### src/rtl/core_mem_pkg.sv
// Shared types and constants for the AG -> DM memory pipeline.
// A slot is one memory lane; a bundle is the set of lanes issued together.
package core_mem_pkg;

    localparam int LANES_MAX = 4;
    localparam int AW_DEF    = 32;
    localparam int DW_DEF    = 32;
    localparam int TAGW_DEF  = 32;

    typedef struct packed {
        logic                lane_vld;
        logic                we;
        logic [AW_DEF-1:0]   ld_addr;
        logic [AW_DEF-1:0]   str_addr;
        logic [DW_DEF-1:0]   store_data;
        logic [DW_DEF-1:0]   ld_instr;
        logic [TAGW_DEF-1:0] ld_instr_no;
    } mem_slot_t;

    typedef mem_slot_t [LANES_MAX-1:0] mem_bundle_t;

    // Encoded as {S.v, M.v}; 2'b10 cannot occur because S only fills behind M.
    typedef enum logic [1:0] {
        EMPTY = 2'b00,
        ONE   = 2'b01,
        FULL  = 2'b11
    } pipe_state_e;

    // Flattened bit width of one slot for arbitrary field widths.
    function automatic int slot_width(input int aw, input int dw, input int tagw);
        return 2 + 2 * aw + 2 * dw + tagw;
    endfunction

endpackage

### src/rtl/pipe_slot_reg.sv
// Payload register with load-enable and synchronous clear; clear wins over load.
module pipe_slot_reg #(
    parameter int W = 1
) (
    input  logic         clk,
    input  logic         clr,
    input  logic         load,
    input  logic [W-1:0] d,
    output logic [W-1:0] q
);

    logic [W-1:0] q_q;
    logic [W-1:0] q_d;

    always_comb begin
        q_d = q_q;
        if (clr) begin
            q_d = '0;
        end else if (load) begin
            q_d = d;
        end
    end

    always_ff @(posedge clk) begin
        q_q <= q_d;
    end

    assign q = q_q;

endmodule

### src/rtl/ag_dm_pipe_reg.sv
// AG -> DM pipeline register: main register M feeds DM, skid register S absorbs
// one bundle when DM stalls, so ag_ready is purely registered.
module ag_dm_pipe_reg
    import core_mem_pkg::*;
#(
    parameter int LANES = 2,
    parameter int AW    = AW_DEF,
    parameter int DW    = DW_DEF,
    parameter int TAGW  = TAGW_DEF,
    parameter int CNTW  = 16
) (
    input  logic                  clk,
    input  logic                  rst_n,
    input  logic                  flush,
    input  logic                  ag_valid,
    output logic                  ag_ready,
    input  logic [LANES-1:0]      ag_lane_vld,
    input  logic [LANES-1:0]      ag_we,
    input  logic [LANES*AW-1:0]   ag_ld_addr,
    input  logic [LANES*AW-1:0]   ag_str_addr,
    input  logic [LANES*DW-1:0]   ag_store_data,
    input  logic [LANES*DW-1:0]   ag_ld_instr,
    input  logic [LANES*TAGW-1:0] ag_ld_instr_no,
    output logic                  dm_valid,
    input  logic                  dm_ready,
    output logic [LANES-1:0]      dm_lane_vld,
    output logic [LANES-1:0]      dm_we,
    output logic [LANES*AW-1:0]   dm_ld_addr,
    output logic [LANES*AW-1:0]   dm_str_addr,
    output logic [LANES*DW-1:0]   dm_write_data,
    output logic [LANES*DW-1:0]   dm_ld_instr,
    output logic [LANES*TAGW-1:0] dm_ld_instr_no,
    output logic [CNTW-1:0]       stall_cnt
);

    localparam int SW = slot_width(AW, DW, TAGW);
    localparam int BW = LANES * SW;

    pipe_state_e     state_q, state_d;
    logic            ag_ready_q, ag_ready_d;
    logic [CNTW-1:0] stall_q, stall_d;

    logic            m_v;
    logic            accept;
    logic            deliver;
    logic            m_load;
    logic            s_load;
    logic            m_from_s;
    logic [BW-1:0]   ag_bundle;
    logic [BW-1:0]   m_din;
    logic [BW-1:0]   m_bundle;
    logic [BW-1:0]   s_bundle;
    logic [LANES-1:0] m_lane_vld;
    logic [LANES-1:0] m_we;

    assign m_v     = (state_q == ONE) || (state_q == FULL);
    assign accept  = ag_valid & ag_ready_q;
    assign deliver = m_v & dm_ready;

    always_comb begin
        state_d  = state_q;
        m_load   = 1'b0;
        s_load   = 1'b0;
        m_from_s = 1'b0;
        if (flush) begin
            state_d = EMPTY;
        end else begin
            case (state_q)
                EMPTY: begin
                    if (accept) begin
                        state_d = ONE;
                        m_load  = 1'b1;
                    end
                end
                ONE: begin
                    if (deliver) begin
                        if (accept) begin
                            m_load = 1'b1;
                        end else begin
                            state_d = EMPTY;
                        end
                    end else if (accept) begin
                        s_load  = 1'b1;
                        state_d = FULL;
                    end
                end
                FULL: begin
                    // ag_ready is low here, so only the S -> M move can happen.
                    if (deliver) begin
                        m_load   = 1'b1;
                        m_from_s = 1'b1;
                        state_d  = ONE;
                    end
                end
                default: state_d = EMPTY;
            endcase
        end
        ag_ready_d = (state_d != FULL);
    end

    always_comb begin
        stall_d = stall_q;
        if (m_v && !dm_ready && (stall_q != {CNTW{1'b1}})) begin
            stall_d = stall_q + CNTW'(1);
        end
    end

    always_ff @(posedge clk) begin
        if (!rst_n) begin
            state_q    <= EMPTY;
            ag_ready_q <= 1'b1;
            stall_q    <= '0;
        end else begin
            state_q    <= state_d;
            ag_ready_q <= ag_ready_d;
            stall_q    <= stall_d;
        end
    end

    assign m_din = m_from_s ? s_bundle : ag_bundle;

    pipe_slot_reg #(.W(BW)) u_m_reg (
        .clk  (clk),
        .clr  (~rst_n),
        .load (m_load),
        .d    (m_din),
        .q    (m_bundle)
    );

    pipe_slot_reg #(.W(BW)) u_s_reg (
        .clk  (clk),
        .clr  (~rst_n),
        .load (s_load),
        .d    (ag_bundle),
        .q    (s_bundle)
    );

    for (genvar l = 0; l < LANES; l++) begin : g_lane
        assign ag_bundle[l*SW +: SW] = {ag_lane_vld[l], ag_we[l],
                                        ag_ld_addr[l*AW +: AW], ag_str_addr[l*AW +: AW],
                                        ag_store_data[l*DW +: DW], ag_ld_instr[l*DW +: DW],
                                        ag_ld_instr_no[l*TAGW +: TAGW]};
        assign {m_lane_vld[l], m_we[l],
                dm_ld_addr[l*AW +: AW], dm_str_addr[l*AW +: AW],
                dm_write_data[l*DW +: DW], dm_ld_instr[l*DW +: DW],
                dm_ld_instr_no[l*TAGW +: TAGW]} = m_bundle[l*SW +: SW];
    end

    // Stores stay asserted while held; DM commits only on its dm_ready cycle.
    assign dm_valid    = m_v;
    assign dm_lane_vld = m_lane_vld & {LANES{m_v}};
    assign dm_we       = m_we & dm_lane_vld;
    assign ag_ready    = ag_ready_q;
    assign stall_cnt   = stall_q;

endmodule

### config.mk
export PLATFORM = sky130hd
export DESIGN_NAME = ag_dm_pipe_reg
export DESIGN_NICKNAME = d
export VERILOG_FILES = /design/src/rtl/core_mem_pkg.sv /design/src/rtl/pipe_slot_reg.sv /design/src/rtl/ag_dm_pipe_reg.sv
export SDC_FILE = /design/constraint.sdc
export NUM_CORES = 2
export LEC_CHECK = 0
export CAP_MARGIN = 5
export CORE_MARGIN = 8
export CORE_UTILIZATION = 45
export CTS_CLUSTER_SIZE = 30
export DETAILED_ROUTE_END_ITERATION = 7
export GPL_TIMING_DRIVEN = 1
export PLACE_DENSITY = 0.76
export SYNTH_ARGS = -nofsm -noshare
export SYNTH_HDL_FRONTEND = slang
export SYNTH_SLANG_ARGS = --single-unit
### constraint.sdc
create_clock -name clk -period 2.15 [get_ports clk]
set_input_delay 0.5375 -clock clk [delete_from_list [all_inputs] [get_ports clk]]
set_output_delay 0.5375 -clock clk [all_outputs]
set_load 0.01 [all_outputs]
Yosys cells after proc, flatten, opt, wreduce, memory -nomap -nowiden
Index checks and enable logic that the tools add are counted.

Input bits: 329. Output and inout port bits: 342. Register bits after elaboration: 667. Logic and storage cells: 37.

Multiplexer cells: 18. Reductions and logical operators: 5. $add $sub $neg: 1. Bitwise gates (word level): 4. Eq/ne operators: 4.

Operator list (number): 2-to-1 mux 324 bit (1); adder 16 x 1 -> 16 bit (second input constant) (1); inequality test 16 bit (second input constant) (1); 2-to-1 mux 2 bit (6); 2-to-1 mux 1 bit (9); case mux 2 bit (3 select lines) (1); AND 2 bit (2); case mux 1 bit (3 select lines) (1); AND 1 bit (2); equality test 2 x 1 -> 1 bit (second input constant) (1); equality test 2 bit (second input constant) (1); logical AND 1 bit (2); logical NOT 2 bit (1); inequality test 2 bit (second input constant) (1); logical NOT 1 bit (1); logical OR 1 bit (1).

Depth between registers and ports, before layout
Depth in word-level cells: 7. Mapped depth: 7. Gate-level depth less buffers: 5.

Modules after synthesis
From an unflattened synthesis, not the netlist that was laid out.

Cells, all modules: 2573. Area total of the unflattened synthesis: 27948.1 sq um.

By module, submodules not included: pipe_slot_reg (area each 11531.1 sq um, times used 2, cells an instance 1044); ag_dm_pipe_reg (area each 4885.9 sq um, times used 1, cells an instance 485).

Worst setup path before layout
OpenSTA, ideal clock, no wires.

Path kind: input -> register. Start: input dm_ready. End: register stall_q[15], in the netlist stall_cnt[15]. Path buffers: 1. Setup time: 0.070 ns. Arrival time: 1.966 ns. Required time: 2.080 ns. Setup slack: 0.113 ns. Cell stages on the path: 5. Path through: nand2b_1 > or4_1 > clkbuf_1 > or4_1 > a21oi_1.

Word-level cells in the longest chain between the ends: 3.

RTL lines: start, declared (RTL line ag_dm_pipe_reg.sv:25) `input logic dm_ready,`; logical NOT 1 bit (RTL line ag_dm_pipe_reg.sv:103) `if (m_v && !dm_ready && (stall_q != {CNTW{1'b1}})) begin`; logical AND 1 bit (2 in a row) (RTL line ag_dm_pipe_reg.sv:103); end signal, assigned (RTL line ag_dm_pipe_reg.sv:116) `stall_q <= stall_d;`; end, declared (RTL line ag_dm_pipe_reg.sv:41) `logic [CNTW-1:0] stall_q, stall_d;`.

No other way between the ends. A chain may end at the register's enable or synchronous reset.

Final worst setup path
Start: register u_m_reg.q_q[190], in the netlist u_m_reg.q[190]. End: output dm_ld_instr_no[60].

RTL lines: start, declared (RTL line pipe_slot_reg.sv:12) `logic [W-1:0] q_q;`; start signal, assigned (RTL line pipe_slot_reg.sv:25) `q_q <= q_d;`; end, declared (RTL line ag_dm_pipe_reg.sv:32) `output logic [LANES*TAGW-1:0] dm_ld_instr_no,`.

No word-level cell between the ends.

==> summary.md <==
| Metric | Value |
|---|---|
| Status | `completed` |
| Cell Pwr Density | `789.1 nW/µm²` |
| Largest net degree at the start of global routing | `58` |
| Internal | `22.30 mW` |
| Post-synthesis register bit count | `667` |
| Root buffer cell | `clkbuf_16` |
| Avg Synthesized Cell Area | `7.701 µm²` |
| Syn nets | `3,975` |
| Htree depth | `3` |
| Largest delay contributor family on the critical path | `buffers and inverters` |
| Post-DR wirelength/cell | `18.15 µm` |
| Switch share | `23.89%` |
| Post-CTS Hold Buffers | `0` |
| Final setup vio count | `0` |
| Final core occ | `60.16%` |
| Bufs on Longest Clock Path | `3` |
| Synthesized area | `28,070 µm²` |
| Final period utilization | `98.40%` |
| Tot GR Track Use | `23.55%` |
| Vias in the first global route | `23,830` |
| Crit-path cells | `clkdlybuf4s50_1` |
| Place WS | `-0.4576 ns` |
| Clk slew on worst S/H paths | `0.06 ns` |
| Most frequent cells in the layout | `1,305 x nand2_1, 659 x dfxtp_1, 642 x clkdlybuf4s50_1` |
| GRT Residual Overflow | `0` |
| Remaining DRCs | `0` |
| Post-DP HPWL | `62.68 mm` |
| I/O Pins | `671` |
| Initial antenna violation count | `9` |
| Power share of the clock group | `43.6%` |
| Core box area | `61,710 µm²` |
| Startpoint types | `flip-flop` |
| Synth top area share | `47.57%` |
| Yosys warns | `0` |
| Combinational fraction of design power | `11.4%` |
| Footprint of the multi-input gates | `11,130 µm²` |
| Peak supply drop | `0.0005220 V` |
| Total wire length | `88.16 mm` |
| Relative slew slack | `73.97%` |
| Die width | `265.8 µm` |
| Post-CTS setup buffer count | `0` |
| Tmin final | `2.116 ns` |
| Clock Skew | `0.03191 ns` |
| Synth top area cells | `dfxtp_1 48%, nand2_1 17%, a311oi_1 10%` |
| Final Total Pwr | `29.30 mW` |
| Fraction of layout cells with a size suffix above 1 | `7.876%` |
| Die area | `70,630 µm²` |
| LEAKAGE | `13.48 nW` |
| Gates resized, CTS repair | `38` |
| Worst hold path class | `reg -> reg` |
| Initial DRC Count | `2,224` |
| CTS buffer count | `72` |
| TritonRoute pass-1 iters | `6` |
| CTS tree | `built` |
| Area Growth Syn to Fin | `32.25%` |
| Slowest stage delay, CP | `0.58 ns` |
| ANT nets after route | `0` |
| Most common cell after layout, fill and taps aside | `nand2_1` |
| RSZ-0062 raised after global routing | `no` |
| Vias | `25,555` |
| Final hold slack | `0.4443 ns` |
| Register area | `13,370 µm²` |
| RePlAce Congestion | `0.8625` |
| Cells after Synth | `3,645` |
| Worst-Skew Late Latency | `0.60 ns` |
| CP Class | `reg -> out` |
| Final hold viol count | `0` |
| Worst slew pin tran | `0.3868 ns` |
| Buffers plus inverters on the worst setup path | `1` |
| Total of max-cap violations | `0` |
| NetSw | `7.000 mW` |
| Fmax | `0.4727 GHz` |
| Setup slack after layout | `0.03436 ns` |
| IO buf count | `670` |
| Slowest CP cell | `clkdlybuf4s50_1` |
| CP Capture Type | `output pin` |
| Fin nets | `4,288` |
| Crit path DAT | `1.58 ns` |
| Sequential power share | `44.9%` |
| TritonCTS Sinks | `667` |
| Layout fillers | `5,297` |
| Post-DR vias/cell | `5.261` |
| Worst-path fanout max | `2` |
| Setup TNS | `0 ns` |
| Post-synth top area cell | `dfxtp_1` |
| Yosys cell types | `36` |
| Max-slew violations | `0` |
| Req. time, crit path | `1.61 ns` |
| Register area share after synthesis | `47.57%` |
| Global-route wire length before repair | `135.8 mm` |
| Die Y | `265.8 µm` |
| Rows | `91` |
| Initial Utilization | `45.49%` |
==> cell type report <==
cell class              instances  share of cell area, %
repair buffers                852                  24.33
well taps                     837                  2.821
flip-flops and latches        667                  36.01
clock buffers                 111                  6.090
inverters                       6                0.08089
diodes                          8                0.05392
multi-input cells            2359                  29.99
clock inverters                17                 0.6201
==> cell families after synthesis <==
family / synth area share, %
multiplexers: 0.1070
flip-flops: 47.57
adder cells (fa/ha/maj): 0.04457
AO/OA/AOI/OAI: 16.56
buffers and inverters: 12.82
AND/OR/NAND/NOR: 22.90
==> power groups by stage <==
stage / clock [mW] / sequential (mW) / combinational [mW]
4_1_cts: 13.0 / 13.2 / 3.36
5_1_grt: 13.5 / 13.2 / 3.61
3_5_place_dp: 0 / 13.4 / 3.35
2_1_floorplan: 0 / 13.3 / 1.87
6_report: 12.8 / 13.2 / 3.35
3_3_place_gp: 0 / 13.4 / 3.31
==> Yosys cell counts <==
master	n
inv_1	4
or3_1	3
nor2_1	330
o31a_1	1
nor2b_1	1
nor3_1	5
or4_1	5
and2_1	2
buf_1	8
nor4_2	1
buf_4	320
mux2i_1	3
buf_2	60
o211ai_1	1
ha_1	1
o31ai_1	4
inv_2	2
o41ai_1	1
nor4_1	4
nand3_1	5
a21oi_1	333
nand2_1	1305
a311oi_1	324
and4_1	1
nand4b_1	1
and3_1	4
clkbuf_1	225
nand4_1	5
and4b_1	1
o21a_1	2
o311ai_0	1
o21ai_0	5
dfxtp_1	667
a2111oi_4	1
nand2b_1	7
a31oi_1	2
==> state kept, by name, indices dropped and copies added (netlist names) <==
name / cells
u_s_reg.q: 324
u_m_reg.q: 324
state_q: 2
stall_cnt: 16
ag_ready: 1
==> worst paths after layout <==
path / slack, ns / end / depth (start not counted) / from
min: 0.44 / u_m_reg.q[54] / 2 / u_s_reg.q[54]
max reg2reg: 0.13 / u_m_reg.q[151] / 7 / ag_ready
min reg2reg: 0.44 / u_m_reg.q[54] / 2 / u_s_reg.q[54]
max: 0.03 / dm_ld_instr_no[60] / 1 / u_m_reg.q[190]
==> metal layers <==
| layer | global-route usage (%) | part of all wire (%) | up-vias | wire length (µm) |
|---|---|---|---|---|
| li1 | - | - | 12485 | - |
| met1 | 28.18 | 39 | 11975 | 34810 |
| met2 | 40.99 | 49 | 943 | 43530 |
| met3 | 5.767 | 8.2 | 150 | 7197 |
| met4 | 8.087 | 3.0 | 2 | 2608 |
| met5 | 0 | 0.015 | - | 13 |
==> stage by stage <==
step	cell area, µm²	instances
global placement	34610	4721
CTS	37090	4849
detailed placement	34610	4721
finish	37120	4857
global route	37120	4854
floorplan	28070	3645
Power figures use the tool's default switching activity.
